`src/rtl/boa_mem_arbiter.sv`:
```
// boa_mem_arbiter
// ---------------
// Shares a single memory / peripheral bus port between two requesters:
// port 0 (instruction fetch) and port 1 (data load/store). An idle bus is
// granted combinationally in the same cycle. A transaction that does not
// complete in its first cycle locks the bus to its port until m_ready.
//
// Build option:
//   BOA_ARB_ROUND_ROBIN_EN  undefined -> conflicts always go to port 1
//                           defined   -> conflicts go to the port that did
//                                        not complete the last transaction
//
// Ports:
//   clk                system clock, rising edge
//   rst                asynchronous active-low reset
//   pN_re              port N read request
//   pN_we[3:0]         port N byte write enables
//   pN_addr[29:0]      port N word address (byte address [31:2])
//   pN_wdata[31:0]     port N write data
//   pN_rdata[31:0]     port N read data (m_rdata broadcast)
//   pN_ready           port N transaction complete
//   m_re/m_we/m_addr/m_wdata   shared bus request, from the granted port
//   m_rdata/m_ready            shared bus response

module boa_mem_arbiter (
  input  logic        clk,
  input  logic        rst,
  input  logic        p0_re,
  input  logic [3:0]  p0_we,
  input  logic [29:0] p0_addr,
  input  logic [31:0] p0_wdata,
  output logic [31:0] p0_rdata,
  output logic        p0_ready,
  input  logic        p1_re,
  input  logic [3:0]  p1_we,
  input  logic [29:0] p1_addr,
  input  logic [31:0] p1_wdata,
  output logic [31:0] p1_rdata,
  output logic        p1_ready,
  output logic        m_re,
  output logic [3:0]  m_we,
  output logic [29:0] m_addr,
  output logic [31:0] m_wdata,
  input  logic [31:0] m_rdata,
  input  logic        m_ready
);

  localparam logic [1:0] IDLE  = 2'd0;
  localparam logic [1:0] LOCK0 = 2'd1;
  localparam logic [1:0] LOCK1 = 2'd2;

  logic [1:0] state_q, state_d;
  logic       p0_req, p1_req;
  logic       gnt_valid;
  logic       gnt_port;
  logic       conflict_winner;

  assign p0_req = p0_re | (p0_we != 4'b0000);
  assign p1_req = p1_re | (p1_we != 4'b0000);

`ifdef BOA_ARB_ROUND_ROBIN_EN
  // Port that completed the most recent transaction; resets to port 0 so
  // the first conflict goes to port 1, matching the fixed-priority build.
  logic last_q, last_d;

  assign last_d = (gnt_valid && m_ready) ? gnt_port : last_q;

  always_ff @(posedge clk or negedge rst) begin
    if (!rst) begin
      last_q <= 1'b0;
    end else begin
      last_q <= last_d;
    end
  end

  assign conflict_winner = ~last_q;
`else
  assign conflict_winner = 1'b1;
`endif

  // Grant selection. A locked state overrides any request pattern, so a
  // requester that drops its request mid-transaction keeps the bus anyway.
  always_comb begin
    gnt_valid = 1'b0;
    gnt_port  = 1'b0;
    case (state_q)
      LOCK0: begin
        gnt_valid = 1'b1;
        gnt_port  = 1'b0;
      end
      LOCK1: begin
        gnt_valid = 1'b1;
        gnt_port  = 1'b1;
      end
      default: begin
        if (p0_req && p1_req) begin
          gnt_valid = 1'b1;
          gnt_port  = conflict_winner;
        end else if (p1_req) begin
          gnt_valid = 1'b1;
          gnt_port  = 1'b1;
        end else if (p0_req) begin
          gnt_valid = 1'b1;
          gnt_port  = 1'b0;
        end
      end
    endcase
  end

  // Bus mux; drive zeros when nothing is granted so the bus sits quiet.
  always_comb begin
    m_re    = 1'b0;
    m_we    = 4'b0000;
    m_addr  = 30'd0;
    m_wdata = 32'd0;
    if (gnt_valid) begin
      if (gnt_port) begin
        m_re    = p1_re;
        m_we    = p1_we;
        m_addr  = p1_addr;
        m_wdata = p1_wdata;
      end else begin
        m_re    = p0_re;
        m_we    = p0_we;
        m_addr  = p0_addr;
        m_wdata = p0_wdata;
      end
    end
  end

  assign p0_rdata = m_rdata;
  assign p1_rdata = m_rdata;
  assign p0_ready = m_ready & gnt_valid & ~gnt_port;
  assign p1_ready = m_ready & gnt_valid &  gnt_port;

  // Lock only when the granted transaction did not finish this cycle; a
  // completion returns to IDLE so the next cycle re-arbitrates with no gap.
  always_comb begin
    state_d = state_q;
    case (state_q)
      IDLE: begin
        if (gnt_valid && !m_ready) begin
          state_d = gnt_port ? LOCK1 : LOCK0;
        end
      end
      LOCK0, LOCK1: begin
        if (m_ready) begin
          state_d = IDLE;
        end
      end
      default: state_d = IDLE;
    endcase
  end

  always_ff @(posedge clk or negedge rst) begin
    if (!rst) begin
      state_q <= IDLE;
    end else begin
      state_q <= state_d;
    end
  end

endmodule

```
`config.mk`:
```
export PLATFORM = sky130hd
export DESIGN_NAME = boa_mem_arbiter
export DESIGN_NICKNAME = d
export VERILOG_FILES = /design/src/rtl/boa_mem_arbiter.sv
export SDC_FILE = /design/constraint.sdc
export NUM_CORES = 1
export LEC_CHECK = 0
export BUFFER_PORTS_ARGS = -buffer_cell sky130_fd_sc_hd__buf_2
export CORE_AREA = 3 3 115 117
export DETAILED_ROUTE_END_ITERATION = 10
export DIE_AREA = 0 0 118 120
export GPL_ROUTABILITY_DRIVEN = 0
export PLACE_DENSITY = 0.54
export SLEW_MARGIN = 10
export SYNTH_ARGS = -nofsm -noshare
export SYNTH_HDL_FRONTEND = slang
export SYNTH_SLANG_ARGS = --single-unit
```
`constraint.sdc`:
```
create_clock -name clk -period 4.3 [get_ports clk]
set_input_delay 0.86 -clock clk [delete_from_list [all_inputs] [get_ports clk]]
set_output_delay 0.86 -clock clk [all_outputs]
set_load 0.02 [all_outputs]
```
==> reports/summary.log <==
INFO  status         status=completed
INFO  sta            timing.fmax=0.272GHz
INFO  grt            grt.overflow.total=0
INFO  layout         layout.cells.most_common=sky130_fd_sc_hd__buf_2
INFO  layout         regMostFlops=state_q
INFO  grt            groute.usage.overall=12.1%
INFO  synth          synth_xor_area_share=0%
INFO  synth          synth_warnings=0
INFO  clock_network  tritoncts=yes
INFO  synth          synth_enable_flop_cells=0
INFO  die            boundaryPins=302
INFO  clock_network  clock-root-buffer=sky130_fd_sc_hd__clkbuf_16
INFO  worst_setup_path critical_path_peak_fanout=30
INFO  synth          main_synth_ff_type=sky130_fd_sc_hd__dfrtp_1
INFO  drt            drt-wirelength-per-cell=13.8µm
INFO  layout         layout_top_registers=state_q (2)
INFO  clock_network  cts_hold_buffers=0
INFO  sta            setup_repair_after_global_routing_missed_its_margin=no
INFO  worst_setup_path critical_path_class=input pin to output pin
INFO  min_path       timing.hold.worst.class=input pin to asynchronous set/reset pin
INFO  synth          synth_compound_gate_area_share=45.4%
INFO  clock_network  post-cts-setup-buffer-count=0
INFO  sta            clock_skew=0.00289ns
INFO  worst_setup_path critical_path.most_common_cell=sky130_fd_sc_hd__buf_2
INFO  synth          synth_top_family_by_area=compound AO/OA/AOI/OAI gates
INFO  sta            totalNegativeSetupSlack=0ns
INFO  clock_network  clock_tree.buffer_depth=2
INFO  worst_setup_path worstPathRequired=3.44ns
INFO  placement      place_area=3180µm²
INFO  synth          synthSimpleGateAreaFrac=13.4%
INFO  synth          synth_async_sr_flop_share=100%
INFO  pwr            leak_pwr=1.66nW
INFO  clock_network  numCtsBuffers=3
INFO  pwr            power_density=488nW/µm²
INFO  clock_network  cts_num_sinks=2
INFO  drt            detail_route.iter0.violations=88
INFO  run            maxCapViolCount=0
INFO  placement      buffer_ports.inserted=205
INFO  worst_setup_path critical_path.reg2reg.startpoint=state_q[1]
INFO  placement      hpwl=7600µm
INFO  layout         largest_register_ff_count=2
INFO  grt            global_route_wire_length_before_repair=14300µm
INFO  synth          synth.area.mux_share=2.24%
INFO  die            row_count=41
INFO  drt            totalWireLength=9260µm
INFO  worst_setup_path critPathTopFamily=compound AO/OA/AOI/OAI gates
INFO  sta            hold_violations=0
INFO  sta            final_max_slew_violation_count=0
INFO  die            die_footprint=14200µm²
INFO  worst_setup_path worst-path-buf-inv=3
INFO  sta            period_minus_slack=3.67ns
INFO  sta            min_period_over_period=85.4%
INFO  sta            slew-limit-headroom=39.9%
INFO  synth          synth_sequential_area_ratio=1.99%
INFO  grt            largest_net_degree_at_the_start_of_global_routing=58
INFO  die            die_h=120µm
INFO  synth          mappedNetlistNets=552
INFO  worst_setup_path ordered_cell_list_for_the_critical_path=buf_2 -> or3_1 -> o211ai_4 -> buf_4 -> o211ai_1 -> buf_2
INFO  synth          synth.avg_cell_area=6.59µm²
INFO  layout         layout_common_cells=sky130_fd_sc_hd__buf_2, sky130_fd_sc_hd__o211ai_1, sky130_fd_sc_hd__inv_1, sky130_fd_sc_hd__nand2_1, sky130_fd_sc_hd__o211ai_2
INFO  drt            drt-vias-per-instance=4.46
INFO  sta            tightest_slew=0.898ns
INFO  drt            routed_via_count=2997
INFO  grt            grt_pass1_vias=2809
INFO  clock_network  ctsResizeCount=0
INFO  layout         layout-drive-gt1-share=52.0%
INFO  drt            firstDrtPassIters=4
INFO  worst_setup_path critPathSlowestCell=sky130_fd_sc_hd__o211ai_4
INFO  worst_setup_path beginning_of_the_critical_path=p0_re
INFO  worst_setup_path worst_setup_path_start_kind=input pin
INFO  synth          postSynthRegisterBits=2
INFO  clock_network  path_clk_slew=0.03ns
INFO  layout         finish.instance_area=3260µm²
INFO  grt            antenna_found_initial=0
INFO  synth          syn_inst=381
INFO  worst_setup_path arrival=2.81ns
INFO  layout         filler_cell_count=1444
INFO  synth          yosysUniqueCellTypes=29
INFO  die            core=12500µm²
INFO  drt            drt_drc_violations_left=0
INFO  clock_network  htree_levels=1
INFO  layout         final_net_count=673
INFO  clock_network  clock_insertion_delay_worst_skew=0.22ns
INFO  worst_setup_path worst_path_largest_cell_delay=0.74ns
INFO  sta            timing.final.setup_violations=0
INFO  synth          adder_cell_fraction_of_synth_area=0.997%
INFO  pwr            ir_drop=0.000264V
INFO  layout         n_antenna_cell=0
INFO  worst_setup_path setup.worst_path.end_class=output pin
INFO  layout         syn_to_final_growth=29.7%
INFO  die            floorplan.initialDensity=20.1%
INFO  synth          syn-cell-area=2510µm²
INFO  die            die-width=118µm
INFO  drt            ant_nets=0
synthesized netlist by cell type, types with 2 or more instances:
cell type	count	area, µm²
sky130_fd_sc_hd__nand2_1	64	240
sky130_fd_sc_hd__o211ai_1	95	713
sky130_fd_sc_hd__clkbuf_1	20	75.1
sky130_fd_sc_hd__buf_2	3	15.0
sky130_fd_sc_hd__or2_2	2	12.5
sky130_fd_sc_hd__nor2_1	3	11.3
sky130_fd_sc_hd__buf_6	6	67.6
sky130_fd_sc_hd__mux2_2	5	56.3
sky130_fd_sc_hd__ha_1	2	25.0
sky130_fd_sc_hd__buf_4	65	488
sky130_fd_sc_hd__inv_1	64	240
sky130_fd_sc_hd__buf_1	3	11.3
sky130_fd_sc_hd__dfrtp_1	2	50.1
sky130_fd_sc_hd__o211ai_2	32	400
cell type report:
type                    instances  area [µm²]  share of cell area [%]
multi-input cells             217        1580                    48.6
repair buffers                214        1090                    33.6
inverters                      64         240                    7.37
well taps                     172         215                    6.61
clock buffers                   3        75.1                    2.30
flip-flops and latches          2        50.0                    1.54
report_power, final:
part	internal [mW]	leakage, nW	switching [mW]	total (mW)
clock	0.118	0.0370	0.0217	0.140
combinational	0.518	1.60	0.903	1.42
sequential	0.0238	0.0264	0.00652	0.0303
logic make-up after synthesis:
kind of cell               Yosys count
DFF                                  2
buffers and inverters              162
AOI/OAI and AO/OA                  131
and+or+nand+nor                     79
muxes                                5
adders and majority gates            2
per-layer routing:
metal,share of wire [%],vias to the layer above,GRT usage (%)
li1,-,1505,-
met1,39,1290,14.1
met2,48,187,21.7
met3,10,15,3.58
met4,2.2,0,3.37
met5,0,-,0
per-stage QoR:
step	total power [mW]	worst slack, ns	std cells	utilization [%]	hold WS, ns
finish	1.59	0.630	672	26.1	0.416
global route	1.73	0.453	672	26.1	0.418
CTS	1.61	0.600	672	26.1	0.412
detailed placement	1.46	0.600	669	25.5	0.575
global placement	1.47	0.605	669	25.5	0.580
floorplan	1.10	1.36	381	-	0.530
worst reg2reg max path, delay by kind of cell (launching register included):
family	cells	cell delay (ns)
compound gates	1	0.10
fa+ha+maj	1	0.39
buf+inv	2	0.38
flops	1	0.41
simple gates	2	0.96
path summary, 6_finish.rpt:
check,endpoint,slack [ns],cells past startpoint
setup / recovery,m_wdata[19],0.63,6
hold / removal,state_q[1],0.42,1
setup reg to reg,state_q[1],1.92,6
hold reg to reg,state_q[0],0.57,2
max in group asynchronous,state_q[0],3.79,1
min in group clk,state_q[0],0.57,2
Note: power is estimated with default switching activity, not from simulation.
